===== src/rtl/lcd_command_sequencer.sv =====
// Command sequencer above the 4-bit LCD nibble transmitter: runs the power-on init ROM,
// then serves one host requester, presenting one 10-bit word at a time and timing its delay.
module lcd_command_sequencer #(
  parameter int unsigned TPwrup  = 750000,
  parameter int unsigned T4100us = 205000,
  parameter int unsigned T100us  = 5000,
  parameter int unsigned T40us   = 2000,
  parameter int unsigned T1640us = 82000
) (
  input  logic       clk_i,
  input  logic       rst_ni,
  input  logic       wr_req_i,
  input  logic       wr_rs_i,
  input  logic [7:0] wr_data_i,
  output logic       wr_ack_o,
  output logic       busy_o,
  output logic       init_done_o,
  output logic [9:0] word_out_o,
  output logic       word_valid_o,
  output logic       nibble_only_o,
  input  logic       xfer_done_i
);

  localparam int unsigned CntW = 20;
  localparam logic [CntW-1:0] PwrupLast = CntW'(TPwrup - 1);
  localparam logic [CntW-1:0] Dly4100   = CntW'(T4100us);
  localparam logic [CntW-1:0] Dly100    = CntW'(T100us);
  localparam logic [CntW-1:0] Dly40     = CntW'(T40us);
  localparam logic [CntW-1:0] Dly1640   = CntW'(T1640us);

  typedef enum logic [2:0] {
    StPwrWait,
    StSend,
    StWaitXfer,
    StDelay,
    StIdle
  } state_e;

  state_e            state_q;
  logic [CntW-1:0]   cnt_q;
  logic [2:0]        step_q;
  logic [9:0]        host_word_q;
  logic              wr_ack_q;
  logic              busy_q;
  logic              init_done_q;
  logic [9:0]        word_q;
  logic              word_valid_q;
  logic              nibble_q;

  logic [9:0]        rom_word;
  logic              rom_nibble;
  logic [CntW-1:0]   rom_delay;
  logic [CntW-1:0]   host_delay;
  logic              host_slow;

  // Init ROM: first four entries are bare 8-bit-mode nibbles.
  always_comb begin
    rom_word   = 10'h000;
    rom_nibble = 1'b0;
    rom_delay  = Dly40;
    case (step_q)
      3'd0: begin rom_word = 10'h030; rom_nibble = 1'b1; rom_delay = Dly4100; end
      3'd1: begin rom_word = 10'h030; rom_nibble = 1'b1; rom_delay = Dly100;  end
      3'd2: begin rom_word = 10'h030; rom_nibble = 1'b1; rom_delay = Dly40;   end
      3'd3: begin rom_word = 10'h020; rom_nibble = 1'b1; rom_delay = Dly40;   end
      3'd4: begin rom_word = 10'h028; rom_nibble = 1'b0; rom_delay = Dly40;   end
      3'd5: begin rom_word = 10'h006; rom_nibble = 1'b0; rom_delay = Dly40;   end
      3'd6: begin rom_word = 10'h00C; rom_nibble = 1'b0; rom_delay = Dly40;   end
      3'd7: begin rom_word = 10'h001; rom_nibble = 1'b0; rom_delay = Dly1640; end
      default: begin rom_word = 10'h000; rom_nibble = 1'b0; rom_delay = Dly40; end
    endcase
  end

  // Clear (0x01) and Return Home (0x02/0x03) need the long execution time.
  always_comb begin
    host_slow  = !host_word_q[9] && (host_word_q[7:2] == 6'd0) && (host_word_q[1:0] != 2'd0);
    host_delay = host_slow ? Dly1640 : Dly40;
  end

  always_ff @(posedge clk_i or negedge rst_ni) begin
    if (!rst_ni) begin
      state_q      <= StPwrWait;
      cnt_q        <= '0;
      step_q       <= 3'd0;
      host_word_q  <= 10'h000;
      wr_ack_q     <= 1'b0;
      busy_q       <= 1'b0;
      init_done_q  <= 1'b0;
      word_q       <= 10'h000;
      word_valid_q <= 1'b0;
      nibble_q     <= 1'b0;
    end else begin
      wr_ack_q <= 1'b0;
      case (state_q)
        StPwrWait: begin
          busy_q <= 1'b1;
          if (cnt_q == PwrupLast) begin
            cnt_q   <= '0;
            step_q  <= 3'd0;
            state_q <= StSend;
          end else begin
            cnt_q <= cnt_q + 1'b1;
          end
        end
        StSend: begin
          word_q       <= init_done_q ? host_word_q : rom_word;
          nibble_q     <= init_done_q ? 1'b0 : rom_nibble;
          word_valid_q <= 1'b1;
          state_q      <= StWaitXfer;
        end
        StWaitXfer: begin
          if (xfer_done_i) begin
            word_valid_q <= 1'b0;
            cnt_q        <= init_done_q ? host_delay : rom_delay;
            state_q      <= StDelay;
          end
        end
        StDelay: begin
          if (cnt_q == '0) begin
            if (init_done_q) begin
              busy_q  <= 1'b0;
              state_q <= StIdle;
            end else if (step_q == 3'd7) begin
              init_done_q <= 1'b1;
              busy_q      <= 1'b0;
              state_q     <= StIdle;
            end else begin
              step_q  <= step_q + 3'd1;
              state_q <= StSend;
            end
          end else begin
            cnt_q <= cnt_q - 1'b1;
          end
        end
        StIdle: begin
          if (wr_req_i) begin
            host_word_q <= {wr_rs_i, 1'b0, wr_data_i};
            wr_ack_q    <= 1'b1;
            busy_q      <= 1'b1;
            state_q     <= StSend;
          end
        end
        default: state_q <= StPwrWait;
      endcase
    end
  end

  assign wr_ack_o      = wr_ack_q;
  assign busy_o        = busy_q;
  assign init_done_o   = init_done_q;
  assign word_out_o    = word_q;
  assign word_valid_o  = word_valid_q;
  assign nibble_only_o = nibble_q;

endmodule


===== config.mk =====
export PLATFORM = sky130hd
export DESIGN_NAME = lcd_command_sequencer
export DESIGN_NICKNAME = d
export VERILOG_FILES = /design/src/rtl/lcd_command_sequencer.sv
export SDC_FILE = /design/constraint.sdc
export NUM_CORES = 1
export LEC_CHECK = 0
export CORE_MARGIN = 2
export CORE_UTILIZATION = 35
export DETAILED_ROUTE_END_ITERATION = 8
export PLACE_DENSITY = 0.62
export SLEW_MARGIN = 15
export SYNTH_ARGS = -nofsm -noshare
export SYNTH_HDL_FRONTEND = slang
export SYNTH_SLANG_ARGS = --single-unit

===== constraint.sdc =====
create_clock -name clk_i -period 4.4 [get_ports clk_i]
set_input_delay 1.1 -clock clk_i [delete_from_list [all_inputs] [get_ports clk_i]]
set_output_delay 1.1 -clock clk_i [all_outputs]
set_load 0.01 [all_outputs]

# ---- Word-level counts from Yosys, hierarchy flattened
# Memories as Yosys holds them, arrays and structs flattened.
# Cells that the tools add are included.
dict set report word_totals {
  reg_bits 50
  in_bits 13
  output_inout_bits 15
  mem_count 1
  rom_bits 152
  elab_cells 77
}
dict set report op_classes {
  addsub 3
  mux 31
  n_eq_ne 14
  n_reduce_logical 18
}
# name depth width read_ports rd_ports_with_merged_regs write_ports line
set mem_list {}
lappend mem_list {{(no name shown)} 8 19 1 0 0 61} ;# case (step_q)
# op count
set ops {}
lappend ops {{$mux W20} 4}
lappend ops {{$pmux W20 S3} 1}
lappend ops {{$mux W3} 10}
lappend ops {{$add A20 B1 Y20 const B} 1}
lappend ops {{$eq A20 B20 Y1 const B} 1}
lappend ops {{$logic_not A20 Y1} 1}
lappend ops {{$sub A20 B1 Y20 const B} 1}
lappend ops {{$mux W17} 1}
lappend ops {{$pmux W3 S5} 1}
lappend ops {{$ne A2 B2 Y1 const B} 7}
lappend ops {{$mux W1} 10}
lappend ops {{$mux W10} 1}
lappend ops {{$reduce_and A4 Y1} 2}
lappend ops {{$eq A3 B2 Y1 const B} 2}
lappend ops {{$eq A3 B3 Y1 const B} 2}
lappend ops {{$logic_not A6 Y1} 1}
lappend ops {{$pmux W3 S2} 1}
lappend ops {{$reduce_and A2 Y1} 3}
lappend ops {{$reduce_bool A2 Y1} 3}
lappend ops {{$reduce_bool A3 Y1} 2}
lappend ops {{$reduce_and A5 Y1} 1}
lappend ops {{$add A3 B1 Y3 const B} 1}
lappend ops {{$eq A3 B1 Y1 const B} 1}
lappend ops {{$logic_not A3 Y1} 1}
lappend ops {{other kinds (6)} 7}

# ---- Logic depth before layout (Yosys ltp)
dict set report depth {
  ltp_word 7
  ltp_mapped 10
  depth_no_buf 8
}

# ---- Least setup slack after synthesis
# Ideal clock, no wire load.
dict set report synth_timing {
  kind {flip-flop to flip-flop}
  from {register cnt_q[0]}
  to {register cnt_q[16]}
  setup_time_ps 131
  period_less_slack_ps 2551
  t_arrival_ps 2420
  path_buffers 2
  setup_slack_ps 1849
  stages_incl_launch_ff 10
  required_ps 4269
  path_cell_list {dfrtp_1 -> inv_1 -> ha_1 -> clkbuf_2 -> or4b_2 -> or4_4 -> o21a_2 -> buf_6 -> a22oi_1 -> o21ai_1}
}
dict set report synth_via {
  elab_chain_len 3
}
# element line
set synth_rtl {}
lappend synth_rtl {{start, declared} 40} ;# logic [CntW-1:0] cnt_q;
lappend synth_rtl {{start signal, assigned} 102} ;# cnt_q <= cnt_q + 1'b1;
lappend synth_rtl {{start signal, assigned} 114} ;# cnt_q <= init_done_q ? host_delay : rom_delay;
lappend synth_rtl {{start signal, assigned} 132} ;# cnt_q <= cnt_q - 1'b1;
lappend synth_rtl {{$sub A20 B1 Y20, or another cell as far along} 132}
lappend synth_rtl {{$mux W20, or another cell as far along} 119} ;# if (cnt_q == '0) begin
lappend synth_rtl {{$pmux W20 S3 or $reduce_and A3 Y1 (tied branches)} --}
# Several ways; a longest one is shown, not always the timed one. The select of a mux whose other input is x is not followed.
# A chain may end at the register's enable or synchronous reset.

# ---- Final worst setup path
dict set report layout_timing {
  from {register cnt_q[0]}
  to {register cnt_q[15]}
}
# The elaborated chain is that of the path after synthesis.

==> impl_summary.txt <==
----------------------------------------------------
[Pwr]
  Sequential group share of total power ... 55.1%
  Static Leakage ... 1.484 nW
  Comb power frac ... around 2.5%
  Internal power summed over all cells ... 0.6335 mW
  Clk network pwr share ... roughly 42%
  Share of total power consumed by net switching ... 22.43%
  Switching component of the power ... 0.1832 mW
  Power density over the cells ... roughly 220 nW/µm²
  Maximum vdd ir drop ... 0.1099 mV

[Floorplan]
  Number of placement rows ... 35
  Initial Utilization ... 36.15%
  Boundary Pins ... 28
  Placeable Area ... 9240 µm²
  Die Span X ... 101.7 µm
  Overall die area ... just over 10,000 µm²
  DIE HEIGHT ... 101.7 µm

[Clock network]
  Level count of the clock H-tree ... 2
  CTS tree ... done
  Hold Buf Count CTS ... 0
  Clock buffer count from CTS ... 5
  Root buffer cell ... sky130_fd_sc_hd__clkbuf_8
  Clock Pin Slew Worst Setup and Hold Paths ... 0.10 ns
  Setup repair bufs after CTS ... 0
  Number of buffers between clock root and the deepest sink ... 2
  Number of clock sinks ... 49
  Count of instances resized after the clock tree is built ... 0
  Worst-skew pair later-pin latency ... 0.32 ns

[Synth]
  Commonest cells in the synthesized netlist ... sky130_fd_sc_hd__dfrtp_1 (49), sky130_fd_sc_hd__nand2_1 (38), sky130_fd_sc_hd__o21ai_0 (35)
  Cell with the most instances after synthesis ... sky130_fd_sc_hd__dfrtp_1
  Ranking of synthesized cells by area ... sky130_fd_sc_hd__dfrtp_1 (37%), sky130_fd_sc_hd__o21ai_0 (5.2%), sky130_fd_sc_hd__nand2_1 (4.3%)
  Mapped Avg Cell Area ... 8.479 µm²
  Post-Syn Nets ... 414
  FF+latch count, synth ... roughly 50
  Distinct cells, synth ... 61
  Fraction of registers with async set or reset after synthesis ... 100.0%
  Primary FF master, synth ... sky130_fd_sc_hd__dfrtp_1
  Number of instances in the synthesized netlist ... 394
  Synth Cell Area ... 3341 µm²
  Number of synthesized flops with an enable pin ... 0
  Yosys Warn Count ... 0
  Area share of the largest cell type after synthesis ... around 37%
  Library cell occupying the most area in the post-synthesis netlist ... sky130_fd_sc_hd__dfrtp_1
  Sequential share of the synthesized area ... 36.70%

[STA]
  Total count of max-transition violations in the final report ... 0
  Setup TNS ... 0 ns
  Worst slew slack as a fraction of its limit ... 36.74%
  Fin Hold WS ... 0.4735 ns
  Least-Margin Pin Slew ... 0.9445 ns
  Min setup slack post-route ... 1.031 ns
  Peak Freq ... 0.2968 GHz
  Final setup fails ... 0
  Worst Clk Skew ... 0.01011 ns
  Final worst path period share ... 76.56%
  Number of hold-slack violations in the final timing report ... 0
  Time the worst path needs with I/O delays and setup ... 3.369 ns
  Unrepaired setup endpoints after global routing ... false

[Setup path]
  Data arrival time of the critical path ... between 3 and 4 ns
  Required time of the critical path ... 4.58 ns
  Category of the worst setup path capture point ... flip-flop
  Crit-path cells ... inv_1 -> ha_1 -> or4b_2 -> or4_4 -> o21ai_2 -> nor2_1 -> a22oi_1 -> o21ai_0
  Maximum cell stage delay along the critical path ... 0.74 ns
  Crit Path Class ... reg2reg
  Element type at the critical path start ... flip-flop
  Reg-to-reg setup timing slack ... 1.03 ns
  Startpoint of the worst register-to-register path ... cnt_q[0]
  Largest fanout on the critical path ... 22
  Highest-delay cell along the critical path ... sky130_fd_sc_hd__o21ai_2
  Worst reg-to-reg path cell count ... 8
  R2r endpoint ... cnt_q[15]

[Routing]
  Vias per inst ... 5.821
  Total via count in the routed design ... 3,091
  First-pass DRT Iterations ... 5
  Final routed wire length divided by cell count ... between 15 and 20 µm
  Antenna Nets Post-Route ... 0
  DRC ... 0
  Final Routed Wirelength ... 9200 µm
  Initial DRC Count ... 263

[Global route]
  First-pass GRT wire length ... 15,030 µm
  Largest net degree at the start of global routing ... 50
  Overall routing resource usage ... 18.61%
  Most used routing layer ... met2
  Overflow left after global routing ... 0
  Met3 Use GR ... 3.106%
  Grt met2 use ... 29.45%
  Number of antenna violations at the first check in global routing ... 0
  Met1 track utilization from global routing ... between 20% and 30%
  Vias in the first global route ... 2,910

[Final layout]
  Growth of design area from synthesis to finish ... 9.700%
  Antenna diode count ... 0
  Non-Filler Cell Area, Final ... 3665 µm²
  Final net count ... ~420
  Final core utilization ... 39.66%
  Layout cell share with drive strength beyond 1 ... between 8 and 9%

[Min path]
  Class of the most critical hold timing path ... reg2reg
  Worst Hold End ... word_out_o[9]
  Launch instance of the worst min-delay path ... word_out_o[9]
  Hold path depth ... 2

[Place]
  Number of buffers added on ports ... 26
  Total half-perimeter wirelength after legalization and detailed placement ... ~6400 µm
  Routability congestion estimate from global placement ... 0.9039
  Placement-stage cell area ... around 3500 µm²
  Dpl ws ... 0.9481 ns

[Flow run]
  Maximum Capacitance Violations ... 0

[Outcome]
  Status ... complete, no violations

----------------------------------------------------
## per-stage QoR
| stage | power (mW) | instances |
|---|---|---|
| detailed placement | 0.4807 | 523 |
| floorplan | 0.4607 | 394 |
| global route | 0.8492 | 531 |
| CTS | 0.8260 | 531 |
| global placement | 0.4805 | 523 |
| finish | 0.8166 | 531 |
## kinds of logic after synthesis
kind of cell	Yosys count	synth area share [%]
XOR/XNOR	2	0.5244
flip-flops	49	36.70
adder cells (fa/ha/maj)	7	2.622
AO/OA/AOI/OAI	112	20.71
multiplexers	12	3.970
AND/OR/NAND/NOR	165	26.52
buffers and inverters	46	8.839
other	1	0.1123
## state kept, by name, summed over array words and instances, names as in the netlist, 3 cells and up
signal / count
cnt_q: 20
host_word_q: 9
word_out_o: 9
state_q: 3
step_q: 3
## power by group through the flow
stage          registers, mW  logic [mW]  clock network (mW)
2_1_floorplan          0.459     0.00175                   0
3_3_place_gp           0.459      0.0216                   0
3_5_place_dp           0.459      0.0219                   0
4_1_cts                0.450      0.0218               0.354
5_1_grt                0.450      0.0237               0.375
6_report               0.450      0.0208               0.346
## per-layer routing
layer,vias to the layer above,wire length [µm]
met4,0,228
li1,1472,-
met3,18,489
met1,1482,4303
met2,119,4178
met5,-,0
## placed cells by master, fill, tap and decap left out, types with 2 or more instances in the layout
master,n
sky130_fd_sc_hd__a21oi_1,25
sky130_fd_sc_hd__o2bb2ai_1,2
sky130_fd_sc_hd__nor4_1,9
sky130_fd_sc_hd__nand3b_1,2
sky130_fd_sc_hd__a211oi_1,4
sky130_fd_sc_hd__buf_4,3
sky130_fd_sc_hd__or4_1,3
sky130_fd_sc_hd__o22ai_1,5
sky130_fd_sc_hd__o31ai_1,7
sky130_fd_sc_hd__clkbuf_8,5
sky130_fd_sc_hd__nor2_1,32
sky130_fd_sc_hd__ha_1,7
sky130_fd_sc_hd__nand3_1,17
sky130_fd_sc_hd__a31oi_1,10
sky130_fd_sc_hd__a221oi_1,3
sky130_fd_sc_hd__or2_2,3
sky130_fd_sc_hd__or4_4,2
sky130_fd_sc_hd__mux2i_1,2
sky130_fd_sc_hd__mux2_2,9
sky130_fd_sc_hd__clkdlybuf4s50_1,25
sky130_fd_sc_hd__nand4_1,7
sky130_fd_sc_hd__and4_1,2
sky130_fd_sc_hd__nor3_1,19
sky130_fd_sc_hd__inv_1,17
sky130_fd_sc_hd__and3_1,14
sky130_fd_sc_hd__inv_6,2
sky130_fd_sc_hd__nand2_1,38
sky130_fd_sc_hd__a311o_1,2
sky130_fd_sc_hd__a221o_1,2
sky130_fd_sc_hd__nor4b_1,3
sky130_fd_sc_hd__a22oi_1,5
sky130_fd_sc_hd__nand2b_1,3
sky130_fd_sc_hd__o21ai_0,35
sky130_fd_sc_hd__o21ai_1,3
sky130_fd_sc_hd__dfrtp_1,49
## worst max-delay path by stage
stage / start / end / slack, ns
2_1_floorplan: cnt_q[0] / cnt_q[16] / 1.85
3_3_place_gp: xfer_done_i / cnt_q[19] / 1.01
3_5_place_dp: xfer_done_i / cnt_q[19] / 0.95
4_1_cts: cnt_q[0] / cnt_q[15] / 1.03
5_1_grt: cnt_q[0] / cnt_q[15] / 0.84
6_report: cnt_q[0] / cnt_q[15] / 1.03
## area by class of cell
class,count,area [µm²]
Fill cell,966,5575
Multi-Input combinational cell,299,1819
Sequential cell,49,1226
Timing Repair Buffer,29,277.8
Tap cell,129,161.4
Clock buffer,5,68.82
Inverter,17,63.81
Clock inverter,3,47.55
## critical path, delay by kind of cell (launching register included)
family / cells / cell delay [ns]
buffers and inverters: 1 / 0.11
and+or+nand+nor: 3 / 1.33
DFF: 1 / 0.44
AOI/OAI and AO/OA: 3 / 1.03
adders and majority gates: 1 / 0.32
(Power assumes the default switching activity.)
